--- src/rtl/pulse_pkg.sv ---
// Shared types and reset defaults for the pulse parameter loader.
// The set struct is in wire order, so shifting bytes in MSB-first yields the big-endian layout.
package pulse_pkg;

  localparam int PAYLOAD_LEN = 18;

  typedef struct packed {
    logic [31:0] per;
    logic [15:0] p1wid;
    logic [15:0] del;
    logic [15:0] p2wid;
    logic [7:0]  nut_w;
    logic [15:0] nut_d;
    logic [7:0]  cp;
    logic [7:0]  p_bl;
    logic [15:0] p_bl_off;
    logic [7:0]  bl;
  } param_set_t;

  localparam int SET_W = $bits(param_set_t);

  localparam param_set_t PARAM_DEFAULT = '{
    per:      32'd4000,
    p1wid:    16'd30,
    del:      16'd200,
    p2wid:    16'd60,
    nut_w:    8'd0,
    nut_d:    16'd0,
    cp:       8'd3,
    p_bl:     8'd50,
    p_bl_off: 16'd100,
    bl:       8'd1
  };

  typedef enum logic [1:0] {
    ST_HUNT    = 2'd0,
    ST_PAYLOAD = 2'd1,
    ST_CSUM    = 2'd2,
    ST_CHECK   = 2'd3
  } rx_state_e;

  // Period must strictly exceed the pulse train; widened to 33 bits so nothing wraps.
  function automatic logic set_is_sane(param_set_t s);
    logic [32:0] train;
    train = 33'(s.p1wid) + 33'(s.del) + 33'(s.p2wid);
    return (s.per != 32'd0) && ({1'b0, s.per} > train);
  endfunction

endpackage

--- src/rtl/param_frame_rx.sv ---
// Frame assembler: hunts for the header, collects 18 payload bytes and a checksum, then judges
// the frame for one cycle (ok_o / err_o). A stalled frame is dropped after TIMEOUT_CYC idle cycles.
module param_frame_rx
  import pulse_pkg::*;
#(
  parameter logic [7:0] HDR_BYTE    = 8'hAA,
  parameter int         TIMEOUT_CYC = 500000,
  parameter int         TO_W        = 20
) (
  input  logic       clk,
  input  logic       rst_n,
  input  logic [7:0] rx_data_i,
  input  logic       rx_valid_i,
  output param_set_t set_o,
  output logic       ok_o,
  output logic       err_o
);

  rx_state_e        state_q, state_d;
  logic [4:0]       idx_q, idx_d;
  logic [7:0]       sum_q, sum_d;
  logic [7:0]       csum_q, csum_d;
  logic [SET_W-1:0] buf_q, buf_d;
  logic [TO_W-1:0]  to_cnt_q, to_cnt_d;

  logic in_frame;
  logic timeout;
  logic good;

  assign in_frame = (state_q == ST_PAYLOAD) || (state_q == ST_CSUM);
  assign timeout  = in_frame && (to_cnt_q == TO_W'(TIMEOUT_CYC));
  assign good     = (sum_q == csum_q) && set_is_sane(param_set_t'(buf_q));
  assign set_o    = param_set_t'(buf_q);

  always_comb begin
    state_d  = state_q;
    idx_d    = idx_q;
    sum_d    = sum_q;
    csum_d   = csum_q;
    buf_d    = buf_q;
    ok_o     = 1'b0;
    err_o    = 1'b0;
    to_cnt_d = (rx_valid_i || !in_frame || timeout) ? '0 : to_cnt_q + 1'b1;

    case (state_q)
      ST_HUNT: begin
        if (rx_valid_i && rx_data_i == HDR_BYTE) begin
          state_d = ST_PAYLOAD;
          idx_d   = 5'd0;
          sum_d   = 8'd0;
        end
      end
      ST_PAYLOAD: begin
        if (timeout) begin
          err_o   = 1'b1;
          state_d = ST_HUNT;
        end else if (rx_valid_i) begin
          buf_d = {buf_q[SET_W-9:0], rx_data_i};
          sum_d = sum_q + rx_data_i;
          idx_d = idx_q + 5'd1;
          if (idx_q == 5'(PAYLOAD_LEN - 1)) state_d = ST_CSUM;
        end
      end
      ST_CSUM: begin
        if (timeout) begin
          err_o   = 1'b1;
          state_d = ST_HUNT;
        end else if (rx_valid_i) begin
          csum_d  = rx_data_i;
          state_d = ST_CHECK;
        end
      end
      ST_CHECK: begin
        ok_o    = good;
        err_o   = !good;
        state_d = ST_HUNT;
      end
      default: state_d = ST_HUNT;
    endcase
  end

  always_ff @(posedge clk or negedge rst_n) begin
    if (!rst_n) begin
      state_q  <= ST_HUNT;
      idx_q    <= '0;
      sum_q    <= '0;
      csum_q   <= '0;
      buf_q    <= '0;
      to_cnt_q <= '0;
    end else begin
      state_q  <= state_d;
      idx_q    <= idx_d;
      sum_q    <= sum_d;
      csum_q   <= csum_d;
      buf_q    <= buf_d;
      to_cnt_q <= to_cnt_d;
    end
  end

endmodule

--- src/rtl/pulse_param_loader.sv ---
// Loads pulse parameters from the host byte stream into a pending set, and swaps it into the
// live (registered) outputs only at a period boundary or on commit_now; outputs move 1 cycle later.
module pulse_param_loader
  import pulse_pkg::*;
#(
  parameter logic [7:0] HDR_BYTE    = 8'hAA,
  parameter int         TIMEOUT_CYC = 500000,
  parameter int         TO_W        = 20
) (
  input  logic        clk,
  input  logic        reset,
  input  logic [7:0]  rx_data,
  input  logic        rx_valid,
  input  logic        commit_strobe,
  input  logic        commit_now,
  output logic [31:0] per,
  output logic [15:0] p1wid,
  output logic [15:0] del,
  output logic [15:0] p2wid,
  output logic [7:0]  nut_w,
  output logic [15:0] nut_d,
  output logic [7:0]  cp,
  output logic [7:0]  p_bl,
  output logic [15:0] p_bl_off,
  output logic        bl,
  output logic        pending,
  output logic        frame_ok,
  output logic        frame_err
);

  param_set_t rx_set;
  logic       rx_ok;
  logic       rx_err;

  param_set_t live_q, live_d;
  param_set_t pend_set_q, pend_set_d;
  logic       pending_q, pending_d;
  logic       commit;

  param_frame_rx #(
    .HDR_BYTE   (HDR_BYTE),
    .TIMEOUT_CYC(TIMEOUT_CYC),
    .TO_W       (TO_W)
  ) u_frame_rx (
    .clk       (clk),
    .rst_n     (reset),
    .rx_data_i (rx_data),
    .rx_valid_i(rx_valid),
    .set_o     (rx_set),
    .ok_o      (rx_ok),
    .err_o     (rx_err)
  );

  assign commit = pending_q && (commit_strobe || commit_now);

  // A frame accepted on a commit cycle lands in pending after the older set has moved to live.
  always_comb begin
    live_d     = live_q;
    pend_set_d = pend_set_q;
    pending_d  = pending_q;
    if (commit) begin
      live_d    = pend_set_q;
      pending_d = 1'b0;
    end
    if (rx_ok) begin
      pend_set_d = rx_set;
      pending_d  = 1'b1;
    end
  end

  always_ff @(posedge clk or negedge reset) begin
    if (!reset) begin
      live_q     <= PARAM_DEFAULT;
      pend_set_q <= PARAM_DEFAULT;
      pending_q  <= 1'b0;
    end else begin
      live_q     <= live_d;
      pend_set_q <= pend_set_d;
      pending_q  <= pending_d;
    end
  end

  assign per       = live_q.per;
  assign p1wid     = live_q.p1wid;
  assign del       = live_q.del;
  assign p2wid     = live_q.p2wid;
  assign nut_w     = live_q.nut_w;
  assign nut_d     = live_q.nut_d;
  assign cp        = live_q.cp;
  assign p_bl      = live_q.p_bl;
  assign p_bl_off  = live_q.p_bl_off;
  assign bl        = live_q.bl[0];
  assign pending   = pending_q;
  assign frame_ok  = rx_ok;
  assign frame_err = rx_err;

  // Only bit0 of the blocking byte drives hardware.
  logic unused_bl_bits;
  assign unused_bl_bits = &{1'b0, live_q.bl[7:1]};

endmodule
--- config.mk ---
export PLATFORM = sky130hd
export DESIGN_NAME = pulse_param_loader
export DESIGN_NICKNAME = d
export VERILOG_FILES = /design/src/rtl/pulse_pkg.sv /design/src/rtl/param_frame_rx.sv /design/src/rtl/pulse_param_loader.sv
export SDC_FILE = /design/constraint.sdc
export NUM_CORES = 1
export LEC_CHECK = 0
export ABC_AREA = 0
export BUFFER_PORTS_ARGS = -buffer_cell sky130_fd_sc_hd__buf_2
export CORE_ASPECT_RATIO = 1.5
export CORE_MARGIN = 2
export CORE_UTILIZATION = 45
export CTS_CLUSTER_DIAMETER = 80
export DETAILED_ROUTE_END_ITERATION = 10
export PLACE_DENSITY = 0.72
export SLEW_MARGIN = 10
export SYNTH_ARGS = -nofsm -noshare
export SYNTH_HDL_FRONTEND = slang
export SYNTH_SLANG_ARGS = --single-unit
--- constraint.sdc ---
create_clock -name clk -period 7.2 [get_ports clk]
set_clock_uncertainty 0.2 [all_clocks]
set_input_delay 0.36 -clock clk [delete_from_list [all_inputs] [get_ports clk]]
set_output_delay 0.36 -clock clk [all_outputs]
set_load 0.03 [all_outputs]
# Word-level counts from Yosys, hierarchy flattened
# Index checks and enable logic that the tools add are counted.
# totals
regBits,462
in_bits,13
output_inout_bits,140
elab_cells,88
# op_classes
n_addsub,5
magnitude_cmp,1
eq_ne,13
mux,21
bitwise_logic,1
reduce_logical,20
# op_table
cell,count
33-bit by 16-bit adder with 33-bit output,1
32-bit by 33-bit > comparator with 1-bit output,1
32-bit nonzero test,1
8-bit 2-to-1 mux,3
"20-bit by 1-bit adder with 20-bit output, second input constant",1
"20-bit by 19-bit == test with 1-bit output, second input constant",1
20-bit 2-to-1 mux,1
16-bit by 16-bit adder with 17-bit output,1
8-bit case mux with 2 select lines,1
5-bit 2-to-1 mux,3
2-bit 2-to-1 mux,6
5-bit case mux with 2 select lines,1
"3-bit by 2-bit inequality test with 1-bit output, second input constant",3
8-bit adder,1
8-bit == test,1
"8-bit == test, second input constant",1
2-bit case mux with 4 select lines,1
4-bit AND reduction,2
3-bit AND reduction,2
"5-bit by 1-bit adder with 5-bit output, second input constant",1
"5-bit == test, second input constant",1
1-bit logical AND,5
"2-bit == test, second input constant",2
1-bit logical OR,4
other kinds (10),16

# Longest topological paths before layout
# logic_depth
ltp_word,7
depth_mapped,28
mapped_depth_nobuf,26

# Modules after synthesis
# From an unflattened synthesis, not the netlist that was laid out.
# unflattened
cells_unflattened,1326
area_unflattened_um2,20241.9
# modules_own_cells
mod,n_inst,cells_each,area_each_um2,seq_area_each_um2
pulse_param_loader,1,582,10896.7,6946.7
param_frame_rx,1,744,9345.2,4679.5

# Worst setup path before layout
# No wires, ideal clock.
# synth_timing
kind,reg2out
start,register u_frame_rx.buf_q[80] (netlist: u_frame_rx.set_o[80])
end,output frame_err
arrival_time_ns,4.952
required_ns,6.640
path_slack_ns,1.688
stages_incl_launch_ff,26
n_path_buf,0
path_cell_list,dfrtp_1 > ha_1 > inv_1 > fa_1 > nand2b_1 > a21oi_1 > o21ai_0 > nand2b_1 > a21oi_1 > xnor2_1 > ha_1 > a21oi_1 > a2bb2oi_1 > nor4b_1 > nor2_1 > o21ai_0 > nand2b_1 > xnor2_1 > ha_1 > a21o_1 > a21o_1 > a2111oi_0 > o221ai_1 > nand3_1 > nand2_1 > a21oi_1
# synth_via
elab_chain_len,7
# synth_lines
element,line,source
from (decl),param_frame_rx.sv:23,"logic [SET_W-1:0] buf_q, buf_d;"
from (signal assigned),param_frame_rx.sv:95,buf_q <= buf_d;
16-bit by 16-bit adder with 17-bit output,pulse_pkg.sv:45,train = 33'(s.p1wid) + 33'(s.del) + 33'(s.p2wid);
33-bit by 16-bit adder with 33-bit output,pulse_pkg.sv:45,
32-bit by 33-bit > comparator with 1-bit output,pulse_pkg.sv:46,"return (s.per != 32'd0) && ({1'b0, s.per} > train);"
1-bit logical AND,pulse_pkg.sv:46,
1-bit logical AND,param_frame_rx.sv:32,assign good = (sum_q == csum_q) && set_is_sane(param_set_t'(buf_q));
1-bit logical NOT,param_frame_rx.sv:75,err_o = !good;
1-bit case mux with 2 select lines,param_frame_rx.sv:45,case (state_q)
to (decl),pulse_param_loader.sv:28,output logic frame_err
# Every way passes these cells.

# Worst setup path in the final report
# Ends and elaborated chain as after synthesis.

==> impl.org <==
** Worst setup path
- In this run the critical register-to-register path is captured at pend_set_q[23]$_DFFE_PN0P_.
- The worst setup path is captured at a primary output.
- Critical path fanouts, max :: 7
- Register-to-Register Setup Slack :: 1.06 ns
- The setup path with the least slack is of type flop to primary output.
- FF-to-FF Start :: u_frame_rx.set_o[80]$_DFFE_PN0P_
- Required arrival time at the worst endpoint :: 6.64 ns
- The worst setup path is launched from a flop.
- Critical path data arrival time :: 5.99 ns
- Counting cells, the worst reg-to-reg path comes to 26.

** Synth
- Async set-reset flop share out of synthesis :: 1.000
- The synthesized design contains 462 register bits.
- Part of the Yosys area used for sequential elements :: 0.5849
- Of the post-synthesis cell area, the dominant cell type holds 0.5162.
- Counting every net in the synthesized netlist gives 1,727.
- Avg Synthesized Cell Area :: 12.08 um^2
- Area of the mapped netlist :: 0.01988 mm^2
- Biggest area contributors in the synthesized netlist :: sky130_fd_sc_hd__dfrtp_1, sky130_fd_sc_hd__mux2_2, sky130_fd_sc_hd__nand2_1, sky130_fd_sc_hd__dfstp_2, sky130_fd_sc_hd__ha_1
- After technology mapping, the gate count stands at 1,646.
- Yosys printed 0 warnings.
- Post-synth EDFFs :: 0
- In this run, distinct cell masters in the synthesized netlist total 59.
- The biggest area contributor in the post-synthesis netlist is sky130_fd_sc_hd__dfrtp_1.
- Among all flip-flop cells after synthesis, the most frequent one is sky130_fd_sc_hd__dfrtp_1.

** Placed design
- Total of buffers placed on input and output ports :: 152
- Hpwl dp :: 28,450 um
- At the end of routability-driven placement, the weighted congestion stood at 0.8581.
- Placement Cell Area :: 0.02114 mm^2

** Clock network
- Total of hold buffers inserted after clock tree synthesis :: 11
- Clock tree synthesis inserted a total of 44 buffers.
- Clock tree root buffer cell :: sky130_fd_sc_hd__clkbuf_16
- Clock network latency to the later pin of the worst-skew pair :: 0.58 ns
- Once the clock tree was built, the setup fixing pass inserted 0 buffers.
- Clock tree from TritonCTS :: yes
- Sink count of the clock tree :: 462
- Clock-pin slew of the registers on the worst-case setup and hold paths :: 0.06 ns
- Max H-tree Level :: 2
- Deepest clock path buffer count :: 3
- The number of gates resized after CTS was 0.

** Worst hold path
- Class of the tightest hold or removal check :: primary input to flop
- The worst hold path begins at rx_valid.
- End of the worst hold path :: u_frame_rx.state_q[0]$_DFFE_PN0P_
- The worst hold path passes through 5 cells.

** Final layout
- The library cell used most frequently in the layout, excluding fill and tap cells, is sky130_fd_sc_hd__nand2_1.
- The library cells used most frequently in the layout, excluding fill and tap cells, are sky130_fd_sc_hd__nand2_1, sky130_fd_sc_hd__dfrtp_1, sky130_fd_sc_hd__mux2_2, sky130_fd_sc_hd__buf_2, sky130_fd_sc_hd__ha_1.
- Area taken by multi-input logic gates :: 0.007814 mm^2
- Number of nets in the final layout :: 1,879
- Share of post-route cells with drive strength above 1 :: 0.3184
- From synthesis to final layout, the design area changed by 14.35%.
- The repair_antennas step left the layout with diodes totalling 0.
- The filler cells instantiated in the layout total 3,822.
- Area of all placed cells without fillers :: 0.02273 mm^2
- Sequential cell area in the final layout :: 0.01163 mm^2

** Drt
- After detailed routing, the total wire length is 42,180 um.
- DR vias/cell :: 5.200
- Total DRC errors in the routed layout :: 0
- After the first detailed-routing iteration, the DRC count stood at 627.
- In the final routed layout, each cell accounts on average for 17.50 um.
- Via count :: 12,530
- For this run, the detailed router's first-pass iteration total came to 5.
- In this run the remaining antenna-violating nets after routing total 0.

** Power and ir drop
- The analysis attributes to cell leakage a power of 0.01186 uW.
- Largest voltage drop on the vdd net :: 210.0 uV
- Dividing total power by cell area gives a power density of 338.2 mW/mm^2.

** GRT
- Total track usage :: 0.1869
- The number of global-route vias before repair came to 13,070.
- The first global-routing pass estimated 69,110 um of wire.
- Entering global routing, the biggest net connects 161 pins.
- Number of antenna violations at the first check in global routing :: 0
- For this run the aggregate overflow at the end of global routing stands at 0.

** Timing
- In the finished design, the share of the clock period the worst path needs comes to 0.9101.
- At the pin with the least slew margin, the transition time is 1.122 ns.
- Min Tclk post-route :: 6.553 ns
- Setup repair after global routing left no endpoint under its margin.
- Max Slew Vio Count :: 0
- The worst pin sits at a relative slew slack of 0.2518.
- The total count of hold-check failures in the final report is 0.
- Setup violations, final :: 0
- Summed over all failing endpoints, the final setup total negative slack is 0 ns.
- Fmax :: 152.6 MHz

** Floorplanning
- 153 I/O pins were placed.
- Starting density of the core :: 0.4543
- The floorplan step defined a die boundary enclosing 0.04590 mm^2.
- Die height :: 261.4 um
- Std-Cell Rows :: 94
- The core region is 0.04375 mm^2.
- Die boundary width :: 175.6 um

** Run status
- Run status :: complete, no violations

** Flow run
- Max cap viols :: 0
==> metal layers <==
| layer | routed length (um) | share of wire | vias up | track usage |
|---|---|---|---|---|
| met2 | 22050 | 0.52 | 216 | 0.3392 |
| met3 | 1609 | 0.038 | 73 | 0.02918 |
| met1 | 17180 | 0.41 | 6322 | 0.2249 |
| li1 | - | - | 5922 | - |
| met5 | 0 | 0 | - | 0 |
| met4 | 1341 | 0.032 | 0 | 0.06749 |
==> registers in the layout (all words and copies together), names as in the netlist, 16 cells and up <==
name	count
u_frame_rx.set_o	144
pend_set_q	137
per	32
u_frame_rx.to_cnt_q	20
del	16
nut_d	16
p1wid	16
p2wid	16
p_bl_off	16
==> cell families after synthesis <==
logic type	count (synthesis)	synth area share
simple gates	542	0.1138
flops	462	0.5849
mux	285	0.1614
compound gates	145	0.04790
buf+inv	88	0.02335
fa+ha+maj	68	0.04394
xor+xnor	56	0.02468
==> cells in the mapped netlist (3+ instances only) <==
library cell	number
sky130_fd_sc_hd__o21ai_0	39
sky130_fd_sc_hd__ha_1	65
sky130_fd_sc_hd__buf_4	9
sky130_fd_sc_hd__nand3_1	14
sky130_fd_sc_hd__or2_2	6
sky130_fd_sc_hd__and4_1	3
sky130_fd_sc_hd__fa_1	3
sky130_fd_sc_hd__mux2_2	284
sky130_fd_sc_hd__nand3b_1	3
sky130_fd_sc_hd__nor4b_1	4
sky130_fd_sc_hd__or4_1	4
sky130_fd_sc_hd__xnor2_1	34
sky130_fd_sc_hd__nor3_1	13
sky130_fd_sc_hd__buf_2	14
sky130_fd_sc_hd__a22o_1	14
sky130_fd_sc_hd__a31oi_1	4
sky130_fd_sc_hd__a21oi_1	31
sky130_fd_sc_hd__nand4_1	13
sky130_fd_sc_hd__nand2b_1	10
sky130_fd_sc_hd__nor4_1	7
sky130_fd_sc_hd__nor2b_1	3
sky130_fd_sc_hd__a21o_1	18
sky130_fd_sc_hd__o21a_1	6
sky130_fd_sc_hd__inv_1	20
sky130_fd_sc_hd__xor2_1	22
sky130_fd_sc_hd__dfstp_2	52
sky130_fd_sc_hd__o31ai_1	4
sky130_fd_sc_hd__nand2_1	412
sky130_fd_sc_hd__clkbuf_1	32
sky130_fd_sc_hd__o31a_1	3
sky130_fd_sc_hd__nor2_1	41
sky130_fd_sc_hd__buf_6	11
sky130_fd_sc_hd__dfrtp_1	410
sky130_fd_sc_hd__a211oi_1	3
==> worst max path at each step <==
| stage | start | to | slack (ns) | depth (start not counted) |
|---|---|---|---|---|
| final | u_frame_rx.set_o[80]$_DFFE_PN0P_ | frame_err | 0.65 | 26 |
| after global placement | u_frame_rx.set_o[80]$_DFFE_PN0P_ | frame_err | 1.21 | 26 |
| after global routing | u_frame_rx.set_o[80]$_DFFE_PN0P_ | frame_err | 0.07 | 26 |
| after CTS | u_frame_rx.set_o[80]$_DFFE_PN0P_ | frame_err | 0.61 | 26 |
| after floorplan | u_frame_rx.set_o[80]$_DFFE_PN0P_ | frame_err | 1.69 | 25 |
| after detailed placement | u_frame_rx.set_o[80]$_DFFE_PN0P_ | pend_set_q[124]$_DFFE_PN0P_ | 1.15 | 26 |
==> report_power, final <==
part	switching [uW]	total (uW)	internal (uW)
Sequential	406	3370	2970
Clock	1020	2360	1350
Combinational	1020	1950	935
==> worst max-delay path, stage by stage, from the launching register on <==
cell                        delay [ns]
sky130_fd_sc_hd__dfrtp_1          0.39
sky130_fd_sc_hd__ha_1             0.20
sky130_fd_sc_hd__inv_1            0.06
sky130_fd_sc_hd__fa_1             0.39
sky130_fd_sc_hd__nand2b_1         0.18
sky130_fd_sc_hd__a21oi_1          0.21
sky130_fd_sc_hd__o21ai_0          0.12
sky130_fd_sc_hd__nand2b_1         0.08
sky130_fd_sc_hd__a21oi_1          0.07
sky130_fd_sc_hd__xnor2_1          0.14
sky130_fd_sc_hd__ha_1             0.36
sky130_fd_sc_hd__a21oi_1          0.17
sky130_fd_sc_hd__a2bb2oi_1        0.23
sky130_fd_sc_hd__nor4b_1          0.35
sky130_fd_sc_hd__nor2_1           0.08
sky130_fd_sc_hd__o21ai_0          0.24
sky130_fd_sc_hd__nand2b_1         0.10
sky130_fd_sc_hd__xnor2_1          0.13
sky130_fd_sc_hd__ha_1             0.29
sky130_fd_sc_hd__a21o_1           0.16
sky130_fd_sc_hd__a21o_1           0.16
sky130_fd_sc_hd__a2111oi_0        0.39
sky130_fd_sc_hd__o221ai_1         0.31
sky130_fd_sc_hd__nand3_1          0.14
sky130_fd_sc_hd__nand2_1          0.06
sky130_fd_sc_hd__a21oi_1          0.20
sky130_fd_sc_hd__buf_2            0.24
==> area by class of cell <==
class | instances | area share
repair buffers | 173 | 0.04426
well taps | 576 | 0.03171
inverters | 21 | 0.003578
clock buffers | 62 | 0.05538
flip-flops and latches | 462 | 0.5115
multi-input cells | 1096 | 0.3438
clock inverters | 20 | 0.009799
==> per-stage QoR <==
stage | instances | power [uW] | util | hold WS, ns | setup WS [ns]
global route | 2410 | 8121 | 0.5195 | 0.2161 | 0.06752
detailed placement | 2317 | 5379 | 0.4831 | 0.2140 | 1.149
CTS | 2410 | 7761 | 0.5195 | 0.1661 | 0.6108
finish | 2410 | 7688 | 0.5195 | 0.1960 | 0.6474
global placement | 2317 | 5294 | 0.4831 | 0.2023 | 1.205
floorplan | 1646 | 4757 | - | -0.1356 | 1.688
Note: power is estimated with default switching activity, not from simulation.
